## src/rtl/gp_spi_master.sv

```systemverilog
// Mode-0 SPI initiator: accepts a word over valid/ready, shifts it out on MOSI
// while sampling MISO, and returns the received word with a one-cycle RX_VALID.
module gp_spi_master #(
    parameter int unsigned WIDTH     = 8,
    parameter int unsigned CLKDIV    = 4,
    parameter bit          MSB_FIRST = 1'b1
) (
    input  logic             CLK,
    input  logic             RST,
    input  logic [WIDTH-1:0] TX_DATA,
    input  logic             TX_VALID,
    output logic             TX_READY,
    output logic [WIDTH-1:0] RX_DATA,
    output logic             RX_VALID,
    output logic             BUSY,
    output logic             SCK,
    output logic             MOSI,
    input  logic             MISO,
    output logic             nCSB
);

    localparam int unsigned DIV_W = (CLKDIV > 1) ? $clog2(CLKDIV) : 1;
    localparam int unsigned CNT_W = $clog2(WIDTH + 1);
    localparam logic [DIV_W-1:0] DIV_LAST = DIV_W'(CLKDIV - 1);
    localparam logic [CNT_W-1:0] BIT_LAST = CNT_W'(WIDTH - 1);

    typedef enum logic [2:0] {
        S_IDLE,
        S_SETUP,
        S_HIGH,
        S_LOW,
        S_HOLD,
        S_GAP
    } state_t;

    state_t           state, state_d;
    logic [DIV_W-1:0] div, div_d;
    logic [CNT_W-1:0] bit_cnt, bit_cnt_d;
    logic [WIDTH-1:0] tx_sh, tx_sh_d;
    logic [WIDTH-1:0] rx_sh, rx_sh_d;
    logic [WIDTH-1:0] rx_data_q, rx_data_d;
    logic             sck_q, sck_d;
    logic             mosi_q, mosi_d;
    logic             ncsb_q, ncsb_d;
    logic             rx_valid_q, rx_valid_d;
    logic             tx_ready_q, busy_q;
    logic             phase_end;
    logic [WIDTH-1:0] tx_load;

    function automatic logic [WIDTH-1:0] bit_rev(input logic [WIDTH-1:0] v);
        logic [WIDTH-1:0] r;
        for (int i = 0; i < int'(WIDTH); i++) r[i] = v[int'(WIDTH) - 1 - i];
        return r;
    endfunction

    // Both shift registers always move MSB-ward; LSB-first order is a bit reversal at the edges.
    assign tx_load   = MSB_FIRST ? TX_DATA : bit_rev(TX_DATA);
    assign phase_end = (div == DIV_LAST);

    // Next-state and next-output logic
    always_comb begin
        state_d    = state;
        div_d      = div;
        bit_cnt_d  = bit_cnt;
        tx_sh_d    = tx_sh;
        rx_sh_d    = rx_sh;
        rx_data_d  = rx_data_q;
        sck_d      = sck_q;
        mosi_d     = mosi_q;
        ncsb_d     = ncsb_q;
        rx_valid_d = 1'b0;

        if (state != S_IDLE) div_d = phase_end ? '0 : div + DIV_W'(1);

        case (state)
            S_IDLE: begin
                if (TX_VALID && tx_ready_q) begin
                    state_d   = S_SETUP;
                    div_d     = '0;
                    bit_cnt_d = '0;
                    ncsb_d    = 1'b0;
                    mosi_d    = tx_load[WIDTH-1];
                    tx_sh_d   = {tx_load[WIDTH-2:0], tx_load[WIDTH-1]};
                end
            end
            S_SETUP, S_LOW: begin
                if (phase_end) begin
                    sck_d   = 1'b1;
                    rx_sh_d = {rx_sh[WIDTH-2:0], MISO};
                    state_d = S_HIGH;
                end
            end
            S_HIGH: begin
                if (phase_end) begin
                    sck_d     = 1'b0;
                    bit_cnt_d = bit_cnt + CNT_W'(1);
                    if (bit_cnt == BIT_LAST) begin
                        state_d = S_HOLD;
                    end else begin
                        mosi_d  = tx_sh[WIDTH-1];
                        tx_sh_d = {tx_sh[WIDTH-2:0], tx_sh[WIDTH-1]};
                        state_d = S_LOW;
                    end
                end
            end
            S_HOLD: begin
                if (phase_end) begin
                    ncsb_d     = 1'b1;
                    mosi_d     = 1'b0;
                    rx_data_d  = MSB_FIRST ? rx_sh : bit_rev(rx_sh);
                    rx_valid_d = 1'b1;
                    state_d    = S_GAP;
                end
            end
            S_GAP: begin
                if (phase_end) state_d = S_IDLE;
            end
            default: state_d = S_IDLE;
        endcase
    end

    // State and output registers
    always_ff @(posedge CLK or posedge RST) begin
        if (RST) begin
            state      <= S_IDLE;
            div        <= '0;
            bit_cnt    <= '0;
            tx_sh      <= '0;
            rx_sh      <= '0;
            rx_data_q  <= '0;
            sck_q      <= 1'b0;
            mosi_q     <= 1'b0;
            ncsb_q     <= 1'b1;
            rx_valid_q <= 1'b0;
            tx_ready_q <= 1'b1;
            busy_q     <= 1'b0;
        end else begin
            state      <= state_d;
            div        <= div_d;
            bit_cnt    <= bit_cnt_d;
            tx_sh      <= tx_sh_d;
            rx_sh      <= rx_sh_d;
            rx_data_q  <= rx_data_d;
            sck_q      <= sck_d;
            mosi_q     <= mosi_d;
            ncsb_q     <= ncsb_d;
            rx_valid_q <= rx_valid_d;
            tx_ready_q <= (state_d == S_IDLE);
            busy_q     <= (state_d != S_IDLE);
        end
    end

    assign TX_READY = tx_ready_q;
    assign BUSY     = busy_q;
    assign RX_DATA  = rx_data_q;
    assign RX_VALID = rx_valid_q;
    assign SCK      = sck_q;
    assign MOSI     = mosi_q;
    assign nCSB     = ncsb_q;

endmodule
```

## config.mk

```make
export PLATFORM = sky130hd
export DESIGN_NAME = gp_spi_master
export DESIGN_NICKNAME = d
export VERILOG_FILES = /design/src/rtl/gp_spi_master.sv
export SDC_FILE = /design/constraint.sdc
export NUM_CORES = 1
export LEC_CHECK = 0
export CAP_MARGIN = 20
export CORE_MARGIN = 4
export CORE_UTILIZATION = 30
export CTS_CLUSTER_SIZE = 24
export DETAILED_ROUTE_END_ITERATION = 7
export RECOVER_POWER = 50
export SLEW_MARGIN = 20
export SYNTH_ARGS = -nofsm -noshare
export SYNTH_HDL_FRONTEND = slang
export SYNTH_SLANG_ARGS = --single-unit
```

## constraint.sdc

```tcl
create_clock -name CLK -period 3.1 [get_ports CLK]
set_input_delay 0.93 -clock CLK [delete_from_list [all_inputs] [get_ports CLK]]
set_output_delay 0.93 -clock CLK [all_outputs]
set_load 0.05 [all_outputs]
```

==> metrics.md, run 1 <==
| Metric | Value |
|---|---|
| Maxcap violations | 0 |
| CTS max path bufs | 2 |
| Grt peak-use layer | met2 |
| Post-CTS sizing | 0 |
| Warning count from the yosys run | 0 |
| Hold Path Cell Cnt | 1 |
| Syn avg cell area | 11.98 um2 |
| Setup TNS | 0 ns |
| Routability cong. | 0.7594 |
| Initial antenna violation count | 0 |
| Slew at the pin closest to its max-slew limit | 0.9527 ns |
| R2R setup slack | 1.23 ns |
| Crit. End Element | primary output |
| TritonCTS Buffers | 5 |
| Final ANT Viol Nets | 0 |
| Port bufs | 25 |
| Global-route track usage on met1 | 12.90% |
| Startpoint types | register |
| Worst Skew | 0.008188 ns |
| DIE AREA | 7117 um2 |
| Status | finished, final reports clean |
| Clock Sinks | 39 |
| Unrepaired setup endpoints after global routing | false |
| Starting DRT DRC Count | 86 |
| Die Wd | 84.36 um |
| # nets final | 189 |
| Met3 Use GR | 2.748% |
| WL per Instance | 13.30 um |
| Mapped cell area | 1749 um2 |
| Core Footprint | 5574 um2 |
| Via density | 4.772 |
| H-tree depth | 2 |
| Final Hold Violating Endpoints | 0 |
| Critical path's top delay family | buffers and inverters |
| Tmin final | 2.591 ns |
| WL final | 3273 um |
| Largest net degree at the start of global routing | 40 |
| First-pass GRT wire length | 5644 um |
| Vias | 1,174 |
| Vias in the first global route | 1,221 |
| Max-slew violation count | 0 |
| Die Y | 84.36 um |
| Layout cell share with drive strength beyond 1 | 19.54% |
| Hold_buf cts | 0 |
| Synth area leaders | dfrtp_1, mux2_2, mux2i_1, a31oi_1, a21oi_1 |
| Depth of the most critical reg-to-reg path | 4 |
| # setup viols final | 0 |
| Yosys top cell by area | dfrtp_1 |
| CP Max Fanout | 5 |
| Drt drc | 0 |
| Final period util | 83.57% |
| GRT Resource Usage Total | 10.00% |
| Crit Path Class | register to primary output |
| DP Wirelength | 2256 um |
| Core Rows | 27 |
| Grt met2 use | 14.85% |
| CTS tree | done |
| Total power | 1.981 mW |
| Count of state elements after synthesis | 39 |
| Count of cell types in the netlist | 34 |
| CTS clk-pin slew, worst paths | 0.08 ns |
| CP arrival | 1.66 ns |
| Post-synth top area share | 52.93% |
| CTS root buf | clkbuf_8 |
| First-pass detailed-route iteration total | 4 |
| Final instance area | 2177 um2 |
| Area growth from synthesis to layout | 24.46% |
| Critical-path cell list | clkdlybuf4s50_1 |
| WP data required | 2.17 ns |
| Power per cell area | 909.7 nW/um2 |
| Slowest CP cell | clkdlybuf4s50_1 |
| Max Freq | 0.3860 GHz |
| Rel. slew slack | 36.49% |
| Worst path max stage delay | 0.81 ns |
| Syn_nets | 161 |
| Clk Latency, worst-skew pair | 0.29 ns |
| Antenna diode count | 0 |
| Placed Instance Area | 2073 um2 |
| GRT Residual Overflow | 0 |
| VDD IR-drop max | 0.3767 mV |
| Tightest Hold Check Type | register to register |
| Initial Utilization | 31.38% |
| I/O pin count | 26 |
| Setup Fix Bufs, Post-CTS | 0 |
| Register area share after synthesis | 55.94% |
| Worst path depth | 1 |
| CP bufs+invs | 1 |
| Gate Count Post-Synth | 146 |
| Leak pwr | 0.9196 nW |
==> per-layer routing <==
metal / vias to the layer above / routed length, um
met3: 8 / 135
met1: 554 / 1641
met4: 0 / 82
met5: - / 0
li1: 583 / -
met2: 29 / 1415
==> final timing paths <==
check	startpoint	end
setup / recovery	TX_READY$_DFF_PP1_	TX_READY
hold / removal	RX_DATA[6]$_DFFE_PP0P_	RX_DATA[6]$_DFFE_PP0P_
setup reg to reg	div[0]$_DFF_PP0_	RX_DATA[7]$_DFFE_PP0P_
hold reg to reg	RX_DATA[6]$_DFFE_PP0P_	RX_DATA[6]$_DFFE_PP0P_
max in group asynchronous	RST	BUSY$_DFF_PP0_
min in group asynchronous	RST	tx_sh[3]$_DFFE_PP0P_
==> stage by stage <==
| step | instances | hold WS [ns] | utilization, % | worst slack, ns |
|---|---|---|---|---|
| floorplan | 146 | 0.4656 | - | 1.284 |
| global route | 246 | 0.5219 | 39.06 | 0.4760 |
| global placement | 239 | 0.4909 | 37.19 | 0.7039 |
| detailed placement | 239 | 0.4949 | 37.19 | 0.6980 |
| finish | 246 | 0.5103 | 39.06 | 0.5093 |
| CTS | 246 | 0.5118 | 39.10 | 0.4919 |
==> cells in the final DEF, fill, tap and decap left out, types with 2 or more instances in the layout <==
cell	synthesis	layout
inv_1	4	4
a21oi_1	11	11
a22o_1	2	2
dfrtp_1	37	37
nand3b_1	2	2
clkdlybuf4s50_1	0	23
inv_2	2	2
nand2_1	9	9
mux2i_1	7	7
nand3_1	4	4
o21ai_0	10	10
nor2_1	3	3
ha_1	3	3
mux2_2	17	17
dfstp_2	2	2
dlygate4sd3_1	0	2
a31oi_1	9	9
clkbuf_8	0	5
nor2b_1	2	2
==> logic make-up after synthesis <==
logic type	count (synthesis)	share of synthesized area [%]
buffers and inverters	12	3.076
AO/OA/AOI/OAI	37	12.95
XOR/XNOR	1	0.5008
multiplexers	24	14.95
flip-flops	39	55.94
adder cells (fa/ha/maj)	3	2.146
AND/OR/NAND/NOR	30	10.44
==> flip-flops by register name, summed over array words and instances (netlist names) <==
signal / count
TX_READY: 1
BUSY: 1
state: 3
RX_VALID: 1
RX_DATA: 8
SCK: 1
tx_sh: 8
nCSB: 1
div: 2
MOSI: 1
bit_cnt: 4
rx_sh: 8
==> layout make-up <==
cell class / instances / area [um2]
fillers: 545 / 3397
flip-flops and latches: 39 / 978.4
multi-input cells: 95 / 716.9
repair buffers: 27 / 262.8
well taps: 72 / 90.09
clock buffers: 5 / 68.82
clock inverters: 2 / 37.54
inverters: 6 / 22.52
==> synth_stat cells <==
library cell	number
dfrtp_1	37
a21oi_1	11
o21ai_0	10
and3_1	1
mux2_2	17
mux2i_1	7
nand3_1	4
inv_2	2
a31oi_1	9
nand2_1	9
nor3_2	1
nor3_1	1
o31ai_1	1
nor4_4	1
nor3b_1	1
and2_1	2
a22o_1	2
ha_1	3
o32ai_1	1
clkbuf_1	1
o21ai_4	1
inv_1	4
o211ai_1	1
nand4_1	1
nor2_1	3
and3b_1	1
buf_4	1
xnor2_1	1
dfstp_2	2
nor2b_1	2
and4bb_2	1
buf_2	4
a21o_1	1
nand3b_1	2
==> where the power goes <==
part           switching [mW]  internal (mW)
Sequential              0.152          0.690
Clock                   0.177          0.235
Combinational           0.411          0.315
Total                   0.740           1.24
(Power assumes the default switching activity.)
==> run 2, diff against run 1 <==
==> constraint.sdc (replaced) <==
create_clock -name CLK -period 2.7 [get_ports CLK]
set_input_delay 0.81 -clock CLK [delete_from_list [all_inputs] [get_ports CLK]]
set_output_delay 0.81 -clock CLK [all_outputs]
set_load 0.05 [all_outputs]
==> metrics.md, run 2 (same netlist as run 1, synthesis figures left out) <==
| Metric | Value |
|---|---|
| Final period util | 91.69% |
| Final instance area | 2172 um2 (-0.23%) |
| WP data required | 1.89 ns (-0.28 ns) |
| Switching Fraction | 39.25% (+1.9 points) |
| HP Start | rx_sh[7]$_DFFE_PP0P_ |
| WL per Instance | 13.49 um (+1.4%) |
| Hold_buf cts | 0 (unchanged) |
| Final Hold Violating Endpoints | 0 (unchanged) |
| Cell Int Power | 1.348 mW (+8.7%) |
| VDD IR-drop max | 0.4398 mV (+17%) |
| TritonCTS Buffers | 5 (unchanged) |
| H-tree depth | 2 (unchanged) |
| Reg-to-Reg Start | state[2]$_DFF_PP0_ |
| Tmin final | 2.476 ns |
| Slowest CP cell | clkdlybuf4s50_1 |
| # nets final | 190 (+0.53%) |
| Core Footprint | 5574 um2 (unchanged) |
| Finished Layout Cells | 248 (+0.81%) |
| CP arrival | 1.67 ns (about the same) |
| Largest net degree at the start of global routing | 40 (unchanged) |
| Worst reg2reg endpoint | RX_DATA[0]$_DFFE_PP0P_ |
| I/O pin count | 26 (unchanged) |
| CTS clk-pin slew, worst paths | 0.08 ns (about the same) |
| Switch Pwr | 0.8714 mW (+18%) |
| Initial Utilization | 31.38% (unchanged) |
| Die Y | 84.36 um (unchanged) |
| Total power | 2.220 mW (+12%) |
| Most common cell after layout, fill and taps aside | dfrtp_1 |
| Max Freq | 0.4039 GHz |
| CP Max Fanout | 5 (unchanged) |
| Setup Fix Bufs, Post-CTS | 0 (unchanged) |
| First-pass GRT wire length | 5844 um (+3.5%) |
| Starting DRT DRC Count | 86 (unchanged) |
| R2R setup slack | 0.81 ns (-0.42 ns) |
| # setup viols final | 0 (unchanged) |
| CTS root buf | clkbuf_8 |
| Core Rows | 27 (unchanged) |
| Rel. slew slack | 36.16% (-0.32 points) |
| Max-slew violation count | 0 (unchanged) |
| CP bufs+invs | 1 (unchanged) |
| Worst path max stage delay | 0.81 ns (about the same) |
| Critical path's top delay family | buffers and inverters |
| Status | finished, final reports clean |
| Maxcap violations | 0 (unchanged) |
| Commonest non-fill, non-tap cells in the layout | dfrtp_1, clkdlybuf4s50_1, mux2_2, a21oi_1, o21ai_0 |
| Layout cell share with drive strength beyond 1 | 20.45% (+0.91 points) |
| Startpoint types | register |
| First-pass detailed-route iteration total | 5 (+1) |
| Flop pwr share | 43.7% (+1.2 points) |
| Worst Skew | 0.01137 ns (+0.003183 ns) |
| WL final | 3346 um (+2.2%) |
| Port bufs | 25 (unchanged) |
| Depth of the most critical reg-to-reg path | 3 (-1) |
| Unrepaired setup endpoints after global routing | false |
| GRT Resource Usage Total | 10.36% (+0.36 points) |
| Critical-path cell list | clkdlybuf4s50_1 |
| Filler cells | 549 (+0.73%) |
| Post-CTS sizing | 0 (unchanged) |
| Drt drc | 0 (unchanged) |
| Via density | 4.927 (+3.2%) |
| Min-Delay Endpoint | RX_DATA[7]$_DFFE_PP0P_ |
| Slew at the pin closest to its max-slew limit | 0.9575 ns (+0.004855 ns) |
| DP Wirelength | 2341 um (+3.7%) |
| Vias | 1,222 (+4.1%) |
| Antenna diode count | 0 (unchanged) |
| Power per cell area | 1022 nW/um2 (+12%) |
| Clock network fraction of total power | 18.1% (-2.7 points) |
| Placed Instance Area | 2081 um2 (+0.36%) |
| DIE AREA | 7117 um2 (unchanged) |
| Tightest Hold Check Type | register to register |
| Comb pwr share | 38.3% (+1.6 points) |
| Hold Path Cell Cnt | 1 (unchanged) |
| Setup TNS | 0 ns (unchanged) |
| Clk Latency, worst-skew pair | 0.29 ns (about the same) |
| Die Wd | 84.36 um (unchanged) |
| Vias in the first global route | 1,190 (-2.5%) |
| Dpl cells | 240 (+0.42%) |
| CTS tree | done |
| Clock Sinks | 39 (unchanged) |
| Area growth from synthesis to layout | 24.18% |
| Leak pwr | 0.9192 nW (about the same) |
| GRT Residual Overflow | 0 (unchanged) |
| Crit Path Class | register to primary output |
| Crit. End Element | primary output |
| CTS max path bufs | 2 (unchanged) |
| Final ANT Viol Nets | 0 (unchanged) |
| Initial antenna violation count | 0 (unchanged) |
| Routability cong. | 0.7629 (+0.46%) |
-- run 2: final cells by class --
| cell class | instances | area (um2) | area share [%] |
|---|---|---|---|
| Clock buffer | 5 | 68.82 | 3.168 |
| Sequential cell | 39 | 978.4 | 45.05 |
| Timing Repair Buffer | 28 | 270.3 | 12.44 |
| Inverter | 6 | 22.52 | 1.037 |
| Tap cell | 72 | 90.09 | 4.147 |
| Multi-Input combinational cell | 95 | 716.9 | 33.01 |
| Clock inverter | 3 | 25.02 | 1.152 |
-- run 2: layer usage --
metal  up-vias  GRT usage, %  part of all wire [%]
met3         4         3.631                   4.3
met1       596         14.34                    50
li1        591             -                     -
met5         -             0                     0
met4         0         3.885                   1.4
met2        31         14.92                    44
-- run 2: worst max-delay path by stage --
stage / from / to / slack, ns / cells past startpoint
after floorplan: RST / BUSY$_DFF_PP0_ / 1.00 / 1
after global placement: TX_VALID / MOSI$_DFFE_PP0P_ / 0.42 / 5
after detailed placement: TX_VALID / MOSI$_DFFE_PP0P_ / 0.43 / 5
after CTS: TX_READY$_DFF_PP1_ / TX_READY / 0.21 / 1
after global routing: TX_READY$_DFF_PP1_ / TX_READY / 0.19 / 1
final: TX_READY$_DFF_PP1_ / TX_READY / 0.22 / 1
-- run 2: power groups by stage --
stage	clock network (mW)	registers, mW	logic [mW]
2_1_floorplan	0	1.03	0.571
4_1_cts	0.419	0.971	0.859
6_report	0.401	0.970	0.849
3_3_place_gp	0	0.973	0.838
3_5_place_dp	0	0.980	0.857
5_1_grt	0.450	1.00	0.934
-- run 2: metrics by stage --
stage	worst slack, ns	hold WS [ns]	utilization, %
after floorplan	1.004	0.4656	-
after global placement	0.4241	0.4911	37.33
after detailed placement	0.4258	0.4949	37.33
after CTS	0.2119	0.5134	39.01
after global routing	0.1857	0.5248	38.97
final	0.2244	0.5073	38.97
